[src/rtl/regfile_responder.sv]
// rtl/regfile_responder.sv - 2-read/1-write register file with write bypass, zero register and clear sweep
module regfile_responder #(
    parameter int DATA_W = 32,
    parameter int ADDR_W = 5
) (
    input  logic              clk,
    input  logic              reset,
    input  logic [ADDR_W-1:0] ReadAddr1,
    input  logic [ADDR_W-1:0] ReadAddr2,
    input  logic [ADDR_W-1:0] WriteAddr,
    input  logic [DATA_W-1:0] WriteData,
    input  logic              RegWrite,
    input  logic              ClearReq,
    output logic [DATA_W-1:0] ReadData1,
    output logic [DATA_W-1:0] ReadData2,
    output logic              ClearBusy,
    output logic              ClearDone,
    output logic              WriteDropped
);

    localparam int NUM_REGS = 2 ** ADDR_W;
    localparam logic [ADDR_W-1:0] LAST_PTR = '1;

    typedef enum logic {IDLE = 1'b0, CLEAR = 1'b1} state_t;

    state_t            state, state_next;
    logic [ADDR_W-1:0] ptr, ptr_next;
    logic              busy_next, done_next, dropped_next;
    logic              host_write, wr_en, clr_en;

    // Register 0 is never stored; it is synthesised as a constant zero on the read path.
    logic [DATA_W-1:0] regs [1:NUM_REGS-1];

    assign host_write = RegWrite && (WriteAddr != '0);

    always_comb begin
        state_next   = state;
        ptr_next     = ptr;
        done_next    = 1'b0;
        dropped_next = 1'b0;
        wr_en        = 1'b0;
        clr_en       = 1'b0;
        case (state)
            IDLE: begin
                wr_en = host_write;
                if (ClearReq) begin
                    state_next = CLEAR;
                    ptr_next   = ADDR_W'(1);
                end
            end
            CLEAR: begin
                clr_en       = 1'b1;
                dropped_next = host_write;
                if (ptr == LAST_PTR) begin
                    state_next = IDLE;
                    done_next  = 1'b1;
                end else begin
                    ptr_next = ptr + ADDR_W'(1);
                end
            end
            default: state_next = IDLE;
        endcase
        busy_next = (state_next == CLEAR);
    end

    always_ff @(posedge clk or negedge reset) begin
        if (!reset) begin
            state        <= IDLE;
            ptr          <= '0;
            ClearBusy    <= 1'b0;
            ClearDone    <= 1'b0;
            WriteDropped <= 1'b0;
        end else begin
            state        <= state_next;
            ptr          <= ptr_next;
            ClearBusy    <= busy_next;
            ClearDone    <= done_next;
            WriteDropped <= dropped_next;
        end
    end

    always_ff @(posedge clk or negedge reset) begin
        if (!reset) begin
            for (int i = 1; i < NUM_REGS; i++) begin
                regs[i] <= '0;
            end
        end else begin
            if (wr_en) begin
                regs[WriteAddr] <= WriteData;
            end
            if (clr_en) begin
                regs[ptr] <= '0;
            end
        end
    end

    // Bypass only in IDLE: during a sweep the pending host write is discarded, so it must not appear.
    always_comb begin
        ReadData1 = '0;
        if (ReadAddr1 != '0) begin
            if (wr_en && (WriteAddr == ReadAddr1)) begin
                ReadData1 = WriteData;
            end else begin
                ReadData1 = regs[ReadAddr1];
            end
        end
    end

    always_comb begin
        ReadData2 = '0;
        if (ReadAddr2 != '0) begin
            if (wr_en && (WriteAddr == ReadAddr2)) begin
                ReadData2 = WriteData;
            end else begin
                ReadData2 = regs[ReadAddr2];
            end
        end
    end

endmodule

[config.mk]
export PLATFORM = sky130hd
export DESIGN_NAME = regfile_responder
export DESIGN_NICKNAME = d
export VERILOG_FILES = /design/src/rtl/regfile_responder.sv
export SDC_FILE = /design/constraint.sdc
export NUM_CORES = 2
export LEC_CHECK = 0
export ABC_CLOCK_PERIOD_IN_PS = 4500
export CAP_MARGIN = 20
export CORE_ASPECT_RATIO = 1.5
export CORE_MARGIN = 2
export CORE_UTILIZATION = 50
export CTS_CLUSTER_SIZE = 16
export DETAILED_ROUTE_END_ITERATION = 12
export HOLD_SLACK_MARGIN = 0.06
export PLACE_DENSITY = 0.66
export SYNTH_ARGS = -nofsm -noshare
export SYNTH_HDL_FRONTEND = slang
export SYNTH_SLANG_ARGS = --single-unit
export TNS_END_PERCENT = 5
[constraint.sdc]
create_clock -name clk -period 4.5 [get_ports clk]
set_input_delay 0.675 -clock clk [delete_from_list [all_inputs] [get_ports clk]]
set_output_delay 0.675 -clock clk [all_outputs]
set_load 0.02 [all_outputs]
# [Word level (Yosys, flattened, before mapping)]
# Index checks and enable logic that the tools add are counted.
# W data, S select, Z words.
[totals] ff_bits=1000 latchBits=0 mem_bits_rw=0 romBits=0 in_bits=51 mem_count=0
[classes] n_addsub=1 n_mul=0 div=0 magnitude_cmp=6 eq_ne=5 shift=0 mux=28 bitwise_logic=7 reduce_logical=9
[ops] op="$mux W992" n=2
[ops] op="$and A992 B992 Y992" n=1
[ops] op="$bwmux W992" n=1
[ops] op="$not A992 Y992" n=1
[ops] op="$bmux W32 S5" n=2
[ops] op="$demux W32 S5" n=2
[ops] op="$mux W32" n=10
[ops] op="$ge A6 B6 Y1 const B" n=4
[ops] op="$not A5 Y6" n=4
[ops] op="$reduce_bool A5 Y1" n=3
[ops] op="$lt A6 B1 Y1 const B" n=2
[ops] op="$eq A5 B5 Y1" n=2
[ops] op="$mux W5" n=2
[ops] op="$pmux W5 S2" n=1
[ops] op="$mux W1" n=7
[ops] op="$add A5 B1 Y5 const B" n=1
[ops] op="$eq A5 B5 Y1 const B" n=1
[ops] op="$logic_and A1 B1 Y1" n=5
[ops] op="$ne A2 B2 Y1 const B" n=2
[ops] op="$pmux W1 S2" n=1
[ops] op="$reduce_and A2 Y1" n=1
[ops] op="$not A1 Y1" n=1

# [Logic depth before layout (Yosys ltp)]
[depth] depth_word=9 ltp_mapped=9

# [Worst setup path before layout]
# No wires, ideal clock.
[synth_path] path_kind="input to output" from="input port WriteAddr[0]" to="output port ReadData1[11]" t_arrival_ps=2302 required_ps=3825 slack_ps=1523 path_stages=8 path_buffers=3 cell_sequence="buf_2 > or2_1 > buf_4 > o41ai_4 > or4_4 > buf_4 > o21ai_1 > a21oi_1"
[synth_via] elab_chain_cells=6 elab_cells_between_ends=7 cone_classes="eq/ne (1); mux (3); reduce/logical (3)"
[synth_lines] item="start, declared" line_no="10" rtl="input logic [ADDR_W-1:0] WriteAddr,"
[synth_lines] item="$reduce_bool A5 Y1" line_no="34" rtl="assign host_write = RegWrite && (WriteAddr != '0);"
[synth_lines] item="$logic_and A1 B1 Y1" line_no="34"
[synth_lines] item="$mux W1" line_no="43" rtl="case (state)"
[synth_lines] item="$logic_and A1 B1 Y1 *" line_no="101" rtl="if (wr_en && (WriteAddr == ReadAddr1)) begin"
[synth_lines] item="$mux W32 *" line_no="101"
[synth_lines] item="$mux W32 *" line_no="100" rtl="if (ReadAddr1 != '0) begin"
[synth_lines] item="end, declared" line_no="14" rtl="output logic [DATA_W-1:0] ReadData1,"
# Mark *: on every way between the ends. The rest lies on a longest branch, timed or not.

# [Worst setup path in the final report]
[layout_path] from="input port ReadAddr2[1]" to="output port ReadData2[30]"
[layout_via] elab_chain_cells=6 elab_cells_between_ends=9 cone_classes="eq/ne (1); mux (5); bitwise (1); reduce/logical (2)"
[layout_lines] item="start, declared" line_no="9" rtl="input logic [ADDR_W-1:0] ReadAddr2,"
[layout_lines] item="$not A5 Y6 (implied by the code)" line_no="115" rtl="ReadData2 = regs[ReadAddr2];"
[layout_lines] item="$bmux W32 S5" line_no="115"
[layout_lines] item="$mux W32 (implied by the code) (2 in series)" line_no="115"
[layout_lines] item="$mux W32" line_no="112" rtl="if (wr_en && (WriteAddr == ReadAddr2)) begin"
[layout_lines] item="$mux W32 *" line_no="111" rtl="if (ReadAddr2 != '0) begin"
[layout_lines] item="end, declared" line_no="15" rtl="output logic [DATA_W-1:0] ReadData2,"
# Mark *: on every way between the ends. The rest lies on a longest branch, timed or not. The select of a mux whose other input is x is not followed.

==> metrics.md <==
| Metric | Value |
|---|---|
| Crit. End Element | output port |
| Layout cells sized above 1 | 21.0% |
| Share of synthesized area spent on multiplexers | 20.1% |
| Post-DRT Antenna Nets | 0 |
| Critical path's slowest cell | clkdlybuf4s50_1 |
| Critical path launch point type | input pin |
| Gr usage total | 45.8% |
| Total chip power | 0.0242 W |
| Row count | 151 |
| Worst setup margin | -0.0385 ns |
| Fin. max-slew vios | 0 |
| First-pass GRT wire length | 378000 um |
| Req. time, crit path | 3.83 ns |
| Mapped Cells | 6105 |
| H-tree depth | 3 |
| Vias post-DR | between 50000 and 60000 |
| Clk buf depth | 3 |
| First-pass DRT Iterations | 9 |
| Reg2Reg Depth | 7 |
| Sw Share | 31.7% |
| Placer Congestion | 1.06 |
| # IOs | 118 |
| Mapped Nets | slightly above 6000 |
| Psw | 0.00768 W |
| Compound-cell area share of the yosys netlist | between 10% and 20% |
| Worst slew pin tran | 1.21 ns |
| Synth top area cells | dfrtp_1 (44%), mux4_2 (15%), nand2_1 (14%), a21oi_1 (9.4%), mux2_2 (3.8%) |
| Number of buffers added for setup after CTS | 0 |
| Worst IR Drop VDD | 0.335 mV |
| Top Metal Used | met5 |
| R2r startpoint | state |
| Main combinational cell family by area after synthesis | multiplexers |
| #FFs+latches synth | 1000 |
| Ys flop type | dfrtp_1 |
| Status | finished with violations |
| Simple-gate portion of the synthesized area | 16.4% |
| Flop pwr share | a little over two fifths |
| Synth unique cells | 50 |
| Vias/cell | 6.87 |
| Clock power share | between 30% and 40% |
| CTS tree | built |
| DR WL/cell | 34.5 um |
| Total gr overflow | 0 |
| Die Span X | 279 um |
| Crit-path leading delay family | buffers and inverters |
| Most common cell after layout, fill and taps aside | nand2_1 |
| Adder-Cell Fraction of Synth Area | less than 1% |
| Vias in the first global route | 52000 |
| Wire length on met2 | 116000 um |
| Crit path max fanout | 37 |
| CTS buffer count | 100 |
| Tmin final | 4.54 ns |
| Remaining routing DRC violations | 0 |
| Reg2Reg Capture Point | regs[441] |
| Starting DRT DRC Count | 7775 |
| Fmax | 220 MHz |
| Die H | 416 um |
| Slew headroom | 19.5% |
| Largest net degree at the start of global routing | 137 |
| Worst Hold Launch | WriteData[27] |
| DR WL met3 | 32800 um |
| Reg-to-reg slack, setup | 1.11 ns |
| Failing checks | negative setup slack |
| TritonCTS Sinks | 1000 |
| Initial Util | 50.2% |
| Combinational power share | 19.7% |
| Final #Nets | 6220 |
| Internal power | 0.0165 W |
| Hold EP | regs[603] |
| Seq/Total Area, Yosys | 44.3% |
| PwrDens | 374 mW/mm^2 |
| Highest-count cells in the layout ignoring fill and taps | nand2_1 (2085), a21oi_1 (1057), dfrtp_1 (1000) |
| I/O Buffers | 117 |
| Antenna violations before repair | 8 |
| Xor-xnor portion of the synthesized cell area | 0.170% |
| Ys async rst share | 100% |
| Syn Area/Cell | 9.26 um^2 |
| Hold Fails Final Rpt | 0 |
| Leak | 26.9 nW |
| Post-synth top area cell | dfrtp_1 |
| EDFF count, synth | 0 |
| M1 WL | 89400 um |
| Core Area | 0.113 mm^2 |
| Hold Path Class | input pin to flop |
| Clock Tree Root | clkbuf_16 |
| Area grow syn2layout | 14.3% |
| Number of synthesis warnings | 0 |
| Clk_lat worst skew | 0.77 ns |
| Max stage delay on crit path | 0.56 ns |
| Post-DP HPWL | 167000 um |
| Unrepaired setup endpoints after global routing | no |
| Period Utilization, post-route | 101% |
| Final setup violating endpoints | 3 |
| Setup Skew | approximately 0.036 ns |
| Area share of the largest cell type after synthesis | 44.3% |
| Crit path cell chain | buf_8 > buf_4 > mux4_2 > a22oi_1 > o21ai_0 > a211oi_2 > nor2_1 > clkdlybuf4s50_1 |
| CP Buf/Inv Count | 3 |
| Fillcell total | ~10000 |
| Hold path depth | 3 |
| Hold_ws | 0.327 ns |
| Max_cap viols | 0 |
| Clock-pin transition on the worst setup and hold timing paths | about 0.060 ns |
| Synthesized area | 0.0565 mm^2 |
| Worst EP arrival | between 3 and 4 ns |
| CP Class | input pin to output port |
| Total Wirelength | 266000 um |
| Die ar. | 0.116 mm^2 |
==> synth_stat cells, drive strengths merged, types with 2 or more instances <==
cell type  count
a21oi       1057
nor3          11
xnor2         10
a221o          2
and2           5
mux2i         72
nor2         128
clkbuf       393
ha             5
o21ai        130
mux4         378
a31oi          2
and3b          2
or3b           2
a211oi        10
a22oi         64
nand3         16
o22ai        120
nand4          2
and3           2
nor2b         17
nand2       2085
mux2         191
nand3b         5
inv            6
nor3b          2
or4            4
o32ai          2
a22o           2
o31ai          2
dfrtp       1000
or2            6
o211ai         2
nor4          62
buf          224
nor4bb         2
nand2b        14
a221oi        64
==> stage by stage <==
step                      instance area [um^2]  std cells  setup TNS [ns]  util (%)  setup WS [ns]
after CTS                                64600       7701               0      57.4          0.109
after floorplan                          56500       6105               0         -           1.52
after global placement                   61100       7514               0      54.3         0.0781
after global routing                     64600       7701               0      57.4         0.0394
final                                    64600       7706         -0.0600      57.4        -0.0385
after detailed placement                 61100       7514               0      54.3          0.125
==> power by group through the flow <==
stage / logic, W / registers [W] / clock network, W
final: 0.00476 / 0.0103 / 0.00918
after global placement: 0.00456 / 0.0103 / 0
after global routing: 0.00492 / 0.0103 / 0.00956
after CTS: 0.00462 / 0.0102 / 0.00920
after detailed placement: 0.00460 / 0.0104 / 0
after floorplan: 0.00251 / 0.0101 / 0
==> layout make-up <==
cell class                      count  area [um^2]  share of cell area [%]
Inverter                            6         22.5                  0.0348
Antenna cell                        5         12.5                  0.0194
Clock buffer                      142         2900                    4.49
Tap cell                         1453         1820                    2.81
Sequential cell                  1000        25000                    38.7
Multi-Input combinational cell   4482        29100                    45.0
Clock inverter                     44          603                   0.933
Timing Repair Buffer              574         5180                    8.01
==> worst min-delay path, cell delays in order <==
cell and delay, ns:
buf_2 0.21, nand2_1 0.09, a21oi_1 0.05
==> layer usage <==
metal  up-vias  track usage, %
li1      21400               -
met1     26500            55.5
met2      4004            67.7
met3       978            13.2
met4         6            38.4
met5         -               0
==> sequential cells by signal, indices dropped and copies added, names as in the netlist <==
register      flops
WriteDropped      1
regs            992
ClearDone         1
state             1
ptr               5
==> how the worst max path moves through the flow <==
stage	from	end	slack (ns)	cells past startpoint
floorplan	WriteAddr[0]	ReadData1[11]	1.52	8
global placement	ReadAddr2[1]	ReadData2[30]	0.08	8
detailed placement	ReadAddr2[1]	ReadData2[30]	0.13	8
CTS	ReadAddr2[1]	ReadData2[30]	0.11	8
global route	ReadAddr1[1]	ReadData1[16]	0.04	9
finish	ReadAddr2[1]	ReadData2[30]	-0.04	8
==> cell families (layout without fill, tap and decap cells) <==
family / after synthesis / count (layout)
adders and majority gates: 5 / 5
other: 0 / 5
and+or+nand+nor: 2366 / 2366
xor gates and xnor gates: 11 / 11
muxes: 641 / 641
buffers and inverters: 623 / 766
DFF: 1000 / 1000
AOI/OAI and AO/OA: 1459 / 1459
==> timing repair <==
item / in CTS / in global routing
endpoints found under the hold margin: 61 / 0
setup endpoints to repair: 0 / 1
hold buffers: 1 / 0
resized for setup: 0 / 1
(Power assumes the default switching activity.)
